==> config.mk <==
export PLATFORM = sky130hd
export DESIGN_NAME = branch_predictor
export DESIGN_NICKNAME = d
export VERILOG_FILES = /design/src/rtl/bp_types.sv /design/src/rtl/bp_sat_counter.sv /design/src/rtl/branch_predictor.sv
export SDC_FILE = /design/constraint.sdc
export NUM_CORES = 2
export LEC_CHECK = 0
export BUFFER_PORTS_ARGS = -buffer_cell sky130_fd_sc_hd__buf_2
export CORE_ASPECT_RATIO = 0.75
export CORE_MARGIN = 2
export CORE_UTILIZATION = 56
export CTS_BUF_LIST = sky130_fd_sc_hd__clkbuf_4
export DETAILED_ROUTE_END_ITERATION = 7
export PLACE_DENSITY = 0.74
export SETUP_SLACK_MARGIN = 0.15
export SLEW_MARGIN = 40
export SYNTH_ARGS = -nofsm -noshare
export SYNTH_HDL_FRONTEND = slang
export SYNTH_SLANG_ARGS = --single-unit
==> constraint.sdc <==
create_clock -name clk -period 7.3 [get_ports clk]
set_input_delay 0.365 -clock clk [delete_from_list [all_inputs] [get_ports clk]]
set_output_delay 0.365 -clock clk [all_outputs]
set_load 0.1 [all_outputs]
==> src/rtl/bp_types.sv <==
// Shared types and helpers for the branch predictor: BTB entry layout,
// index/tag extraction and the reset value of the direction counters.
package bp_types;

    // Widest tag (IDX_BITS >= 2) and widest counter the predictor supports.
    localparam int unsigned TAG_MAX = 28;
    localparam int unsigned CTR_MAX = 4;

    // One BTB entry. Unused upper tag/ctr bits are held at zero.
    typedef struct packed {
        logic               valid;
        logic [TAG_MAX-1:0] tag;
        logic [31:0]        target;
        logic               is_jump;
        logic [CTR_MAX-1:0] ctr;
    } btb_entry_t;

    // Weakly not-taken counter value: 2^(bits-1) - 1.
    function automatic int unsigned bp_ctr_init(input int unsigned bits);
        return (32'd1 << (bits - 32'd1)) - 32'd1;
    endfunction

    // Constant reset value for the default 2-bit counters.
    localparam int unsigned CTR_INIT = bp_ctr_init(2);

    // Table index: word-address bits of the PC, optionally folded with history.
    function automatic logic [31:0] bp_index(input logic [31:0] pc, input logic [31:0] ghr,
                                             input int unsigned idx_bits);
        return ((pc >> 2) ^ ghr) & ((32'd1 << idx_bits) - 32'd1);
    endfunction

    // Tag: every PC bit above the index field.
    function automatic logic [TAG_MAX-1:0] bp_tag(input logic [31:0] pc,
                                                  input int unsigned idx_bits);
        return TAG_MAX'(pc >> (idx_bits + 32'd2));
    endfunction

endpackage

==> src/rtl/bp_sat_counter.sv <==
// Saturating up-counter with synchronous active-high reset.
module bp_sat_counter #(
    parameter int unsigned WIDTH = 32
) (
    input  logic             clk,
    input  logic             rst,
    input  logic             en,
    output logic [WIDTH-1:0] count
);

    // Count enabled events, holding at all ones.
    always_ff @(posedge clk) begin
        if (rst) begin
            count <= '0;
        end else if (en && (count != '1)) begin
            count <= count + WIDTH'(1);
        end
    end

endmodule

==> src/rtl/branch_predictor.sv <==
// Direct-mapped BTB with per-entry saturating direction counters, optional
// gshare indexing, mispredict/redirect resolution and lookup statistics.
module branch_predictor
    import bp_types::*;
#(
    parameter int unsigned NUM_ENTRIES = 16,
    parameter int unsigned CTR_BITS    = 2,
    parameter int unsigned USE_GSHARE  = 0,
    parameter int unsigned GHR_BITS    = 4,
    parameter int unsigned STAT_WIDTH  = 32,
    localparam int unsigned IDX_BITS   = $clog2(NUM_ENTRIES)
) (
    input  logic                  clk,
    input  logic                  rst,
    input  logic [31:0]           if_pc,
    input  logic                  if_stall,
    output logic                  pred_taken,
    output logic [31:0]           pred_target,
    output logic                  pred_hit,
    output logic [IDX_BITS-1:0]   pred_index,
    input  logic                  upd_valid,
    input  logic                  upd_stall,
    input  logic [31:0]           upd_pc,
    input  logic [IDX_BITS-1:0]   upd_index,
    input  logic                  upd_is_branch,
    input  logic                  upd_is_jump,
    input  logic                  upd_taken,
    input  logic [31:0]           upd_target,
    input  logic                  upd_pred_taken,
    input  logic [31:0]           upd_pred_target,
    output logic                  mispredict,
    output logic [31:0]           correct_pc,
    output logic [STAT_WIDTH-1:0] stat_lookups,
    output logic [STAT_WIDTH-1:0] stat_mispredicts
);

    localparam logic [CTR_MAX-1:0] CTR_RST   = CTR_MAX'(bp_ctr_init(CTR_BITS));
    localparam logic [CTR_MAX-1:0] CTR_ALLOC = CTR_RST + CTR_MAX'(1);
    localparam logic [CTR_MAX-1:0] CTR_ONES  = CTR_MAX'((32'd1 << CTR_BITS) - 32'd1);

    btb_entry_t          tbl_q [NUM_ENTRIES];
    logic [GHR_BITS-1:0] ghr_q;
    logic [31:0]         ghr_ext;
    btb_entry_t          look_e;
    btb_entry_t          upd_e;
    btb_entry_t          wr_e;
    logic                upd_hit;
    logic                wr_en;
    logic                ghr_shift;
    logic                actual;

    // Lookup path: index, tag compare and next-fetch PC from the registered table.
    always_comb begin
        ghr_ext     = (USE_GSHARE != 0) ? 32'(ghr_q) : 32'd0;
        pred_index  = IDX_BITS'(bp_index(if_pc, ghr_ext, IDX_BITS));
        look_e      = tbl_q[pred_index];
        pred_hit    = look_e.valid && (look_e.tag == bp_tag(if_pc, IDX_BITS));
        // Counter MSB set is equivalent to ctr above the weakly-not-taken value.
        pred_taken  = pred_hit && (look_e.is_jump || (look_e.ctr > CTR_RST));
        pred_target = pred_taken ? look_e.target : if_pc + 32'd4;
    end

    // Resolution path: compare the carried prediction against the real outcome.
    always_comb begin
        actual     = upd_is_jump || (upd_is_branch && upd_taken);
        mispredict = upd_valid && ((actual != upd_pred_taken) ||
                                   (actual && (upd_pred_target != upd_target)));
        correct_pc = actual ? upd_target : upd_pc + 32'd4;
    end

    // Training decision for the entry named by upd_index.
    always_comb begin
        upd_e     = tbl_q[upd_index];
        upd_hit   = upd_e.valid && (upd_e.tag == bp_tag(upd_pc, IDX_BITS));
        wr_en     = 1'b0;
        wr_e      = upd_e;
        ghr_shift = 1'b0;
        if (upd_valid && !upd_stall) begin
            if (upd_is_jump) begin
                wr_en = 1'b1;
                wr_e  = '{valid: 1'b1, tag: bp_tag(upd_pc, IDX_BITS), target: upd_target,
                          is_jump: 1'b1, ctr: CTR_ONES};
            end else if (upd_is_branch) begin
                ghr_shift = 1'b1;
                if (upd_hit) begin
                    wr_en = 1'b1;
                    if (upd_taken) begin
                        wr_e.target = upd_target;
                        if (upd_e.ctr != CTR_ONES) wr_e.ctr = upd_e.ctr + CTR_MAX'(1);
                    end else if (upd_e.ctr != '0) begin
                        wr_e.ctr = upd_e.ctr - CTR_MAX'(1);
                    end
                end else if (upd_taken) begin
                    wr_en = 1'b1;
                    wr_e  = '{valid: 1'b1, tag: bp_tag(upd_pc, IDX_BITS), target: upd_target,
                              is_jump: 1'b0, ctr: CTR_ALLOC};
                end
            end else if (upd_hit && upd_pred_taken) begin
                // Non-control instruction aliased onto a taken entry: drop it.
                wr_en       = 1'b1;
                wr_e.valid  = 1'b0;
            end
        end
    end

    // Table and history state; reset wins over a concurrent update.
    always_ff @(posedge clk) begin
        if (rst) begin
            for (int i = 0; i < int'(NUM_ENTRIES); i++) begin
                tbl_q[i].valid <= 1'b0;
                tbl_q[i].ctr   <= CTR_RST;
            end
            ghr_q <= '0;
        end else begin
            if (wr_en) tbl_q[upd_index] <= wr_e;
            if (ghr_shift && (USE_GSHARE != 0)) begin
                ghr_q <= (ghr_q << 1) | GHR_BITS'(upd_taken);
            end
        end
    end

    bp_sat_counter #(
        .WIDTH (STAT_WIDTH)
    ) u_stat_lookups (
        .clk   (clk),
        .rst   (rst),
        .en    (!if_stall),
        .count (stat_lookups)
    );

    bp_sat_counter #(
        .WIDTH (STAT_WIDTH)
    ) u_stat_mispredicts (
        .clk   (clk),
        .rst   (rst),
        .en    (mispredict && !upd_stall),
        .count (stat_mispredicts)
    );

endmodule

==> results.tsv <==
metric	value	unit
port_buffers	275	
fillers	6931	
drtAntennaViolNets	0	
ir_worst_vdd	0.000185	V
die_h	277	um
leakage	0.0209	uW
synth_area_per_cell	17.1	um2
min_period	5.85	ns
r2r_cells	10	
crit_path_start_kind	flip-flop	
root_buffer	clkbuf_4	
clock-sinks	1120	
placementRows	100	
cts_setup_buffers	0	
grt_pass1_vias	36716	
power.density	224	nW/um2
place.gp.congestion	0.989	
rrSetupSlack	1.79	ns
worstPathRequired	6.93	ns
drv_cap	0	
min_path_cells	2	
cp_data_arrival_time	5.48	ns
routedWlPerCell	34.0	um
ys_types	73	
max_slew.worst_pin.slew	1.03	ns
wirelength	180000	um
rsz0062_at_grt	false	
grt-ovfl-total	0	
yosys_warnings	0	
synth-seq-area-share	0.591	
hold_start	upd_pc[28]	
synth_edf_count	1056	
hold_path.class	in -> reg	
clockBufferDepth	4	
cts_tree	done	
vias	37472	
viasPerCell	7.10	
status	finished clean	
maxSlewViolCount	0	
die_width	369	um
cp_max_fo	32	
setup_viol	0	
cts_hold_buf	62	
final_cell_mix	edfxtp_1, mux4_2, clkbuf_4	
route.detailed.drc	0	
cp-end-kind	primary output	
criticalPathCategory	reg -> out	
track_usage	0.352	
synthesis.nets	3419	
clk_latency	1.23	ns
regToRegEndpoint	tbl_q[10][1]	
antenna_found_initial	35	
final_common_cell	edfxtp_1	
dr.pass1.iters	6	
hold_violations	0	
dp_hpwl	116000	um
ys.flop_type	edfxtp_1	
multi_input_area	21700	um2
die-area	102000	um2
synth_cells	3271	
clk_pin_slew	0.08	ns
maxSlewHeadroom	0.307	
r2r-start	tbl_q[2][41]	
tns	0	ns
synth-seq-cells	1120	
async_reset_ff_frac	0	
nets	3910	
place_inst	4732	
design.core.area	99000	um2
grt_pass1_wl	256000	um
drt_iter0_drc	6629	
io_pins	276	
post-route-period-util	0.801	
grt_max_degree	95	
initial_core_util	0.564	
fmax	0.171	GHz
fin_worst_skew	0.0842	ns
ctsResizeCount	0	
area_growth	12.8	%
whs_endpoint	tbl_q[15][59]	
final_cells	5276	
syn-cell-area	55800	um2
numCtsBuffers	290	
htree_levels	5	
layout-drive-gt1-share	0.372	
regArea	33000	um2
stage by stage:
step | hold slack, ns | util | worst slack [ns] | area [um2] | total power [uW]
2_1_floorplan | 0.662 | - | 1.05 | 55800 | 8470
3_3_place_gp | 0.477 | 0.594 | 1.25 | 58800 | 8970
3_5_place_dp | 0.508 | 0.595 | 1.37 | 58900 | 9010
4_1_cts | 0.0118 | 0.635 | 1.53 | 62800 | 14100
5_1_grt | 0.151 | 0.636 | 1.40 | 62900 | 14500
6_report | 0.136 | 0.636 | 1.45 | 62900 | 14100
sequential cells by signal, indices dropped and copies added (netlist names):
signal,count
tbl_q,1056
u_stat_lookups.count,32
u_stat_mispredicts.count,32
layer usage:
metal  GRT usage  share of wire  vias up
li1            -              -    14640
met1       0.488           0.36    18845
met2       0.490           0.43     3429
met3       0.149           0.17      520
met4       0.150          0.041       38
met5           0         0.0018        -
worst max-delay path by stage:
stage / startpoint / endpoint / cells after the start
CTS: tbl_q[4][55] / pred_target[13] / 10
finish: tbl_q[5][55] / pred_target[28] / 10
detailed placement: upd_index[1] / tbl_q[7][11] / 13
floorplan: upd_index[1] / tbl_q[2][10] / 12
global route: if_pc[2] / pred_target[28] / 13
global placement: upd_index[1] / tbl_q[2][6] / 12
where the power goes:
group          total, uW  switching (uW)  internal, uW
Combinational       1760            1180           582
Sequential          7190            19.3          7170
Clock               5130            2540          2590
Total              14100            3740         10300
synth_stat cells (all sizes together) (5+ instances only):
master / number / area, um2
a22o: 7 / 61.3
o21ai: 56 / 280
edfxtp: 1056 / 31700
dfxtp: 64 / 1280
a21oi: 72 / 360
xor2: 100 / 876
a22oi: 29 / 218
nor2: 135 / 507
mux2: 103 / 1160
xnor2: 111 / 972
nand4: 61 / 382
clkbuf: 112 / 420
or4: 5 / 41.3
and3: 28 / 175
nand2b: 25 / 156
and2: 15 / 93.8
inv: 28 / 105
nand2: 153 / 582
o22ai: 7 / 43.8
ha: 7 / 87.6
o21bai: 9 / 67.6
nor4: 51 / 338
mux2i: 105 / 1060
nor2b: 30 / 188
and4: 13 / 114
or3: 9 / 56.3
buf: 131 / 775
a211oi: 45 / 343
nor3: 46 / 230
nand3: 51 / 255
mux4: 548 / 12300
final cells by class:
| type | count | share of cell area |
|---|---|---|
| antenna | 20 | 0.000795 |
| clock buffer | 410 | 0.0489 |
| clock inverter | 50 | 0.00346 |
| inverter | 28 | 0.00199 |
| multi-input combinational | 1880 | 0.344 |
| sequential | 1120 | 0.524 |
| tap | 1326 | 0.0264 |
| timing repair buffer | 442 | 0.0502 |
kinds of logic after synthesis:
kind of cell	after synthesis	share of synthesized area
compound gates	267	0.0315
xor+xnor	211	0.0331
fa+ha+maj	7	0.00157
buf+inv	271	0.0233
flops	1120	0.591
mux	756	0.261
simple gates	639	0.0585
worst max-delay path: stages, from the launching register on:
cell and delay, ns:
edfxtp_1 0.39, mux4_2 0.48, nor2b_1 0.15, a211oi_1 0.23
a21oi_1 0.11, xnor2_1 0.39, nor4b_1 0.70, nand4_1 0.16
or4_4 0.85, mux2_1 0.33, buf_2 0.44
(Power assumes the default switching activity.)
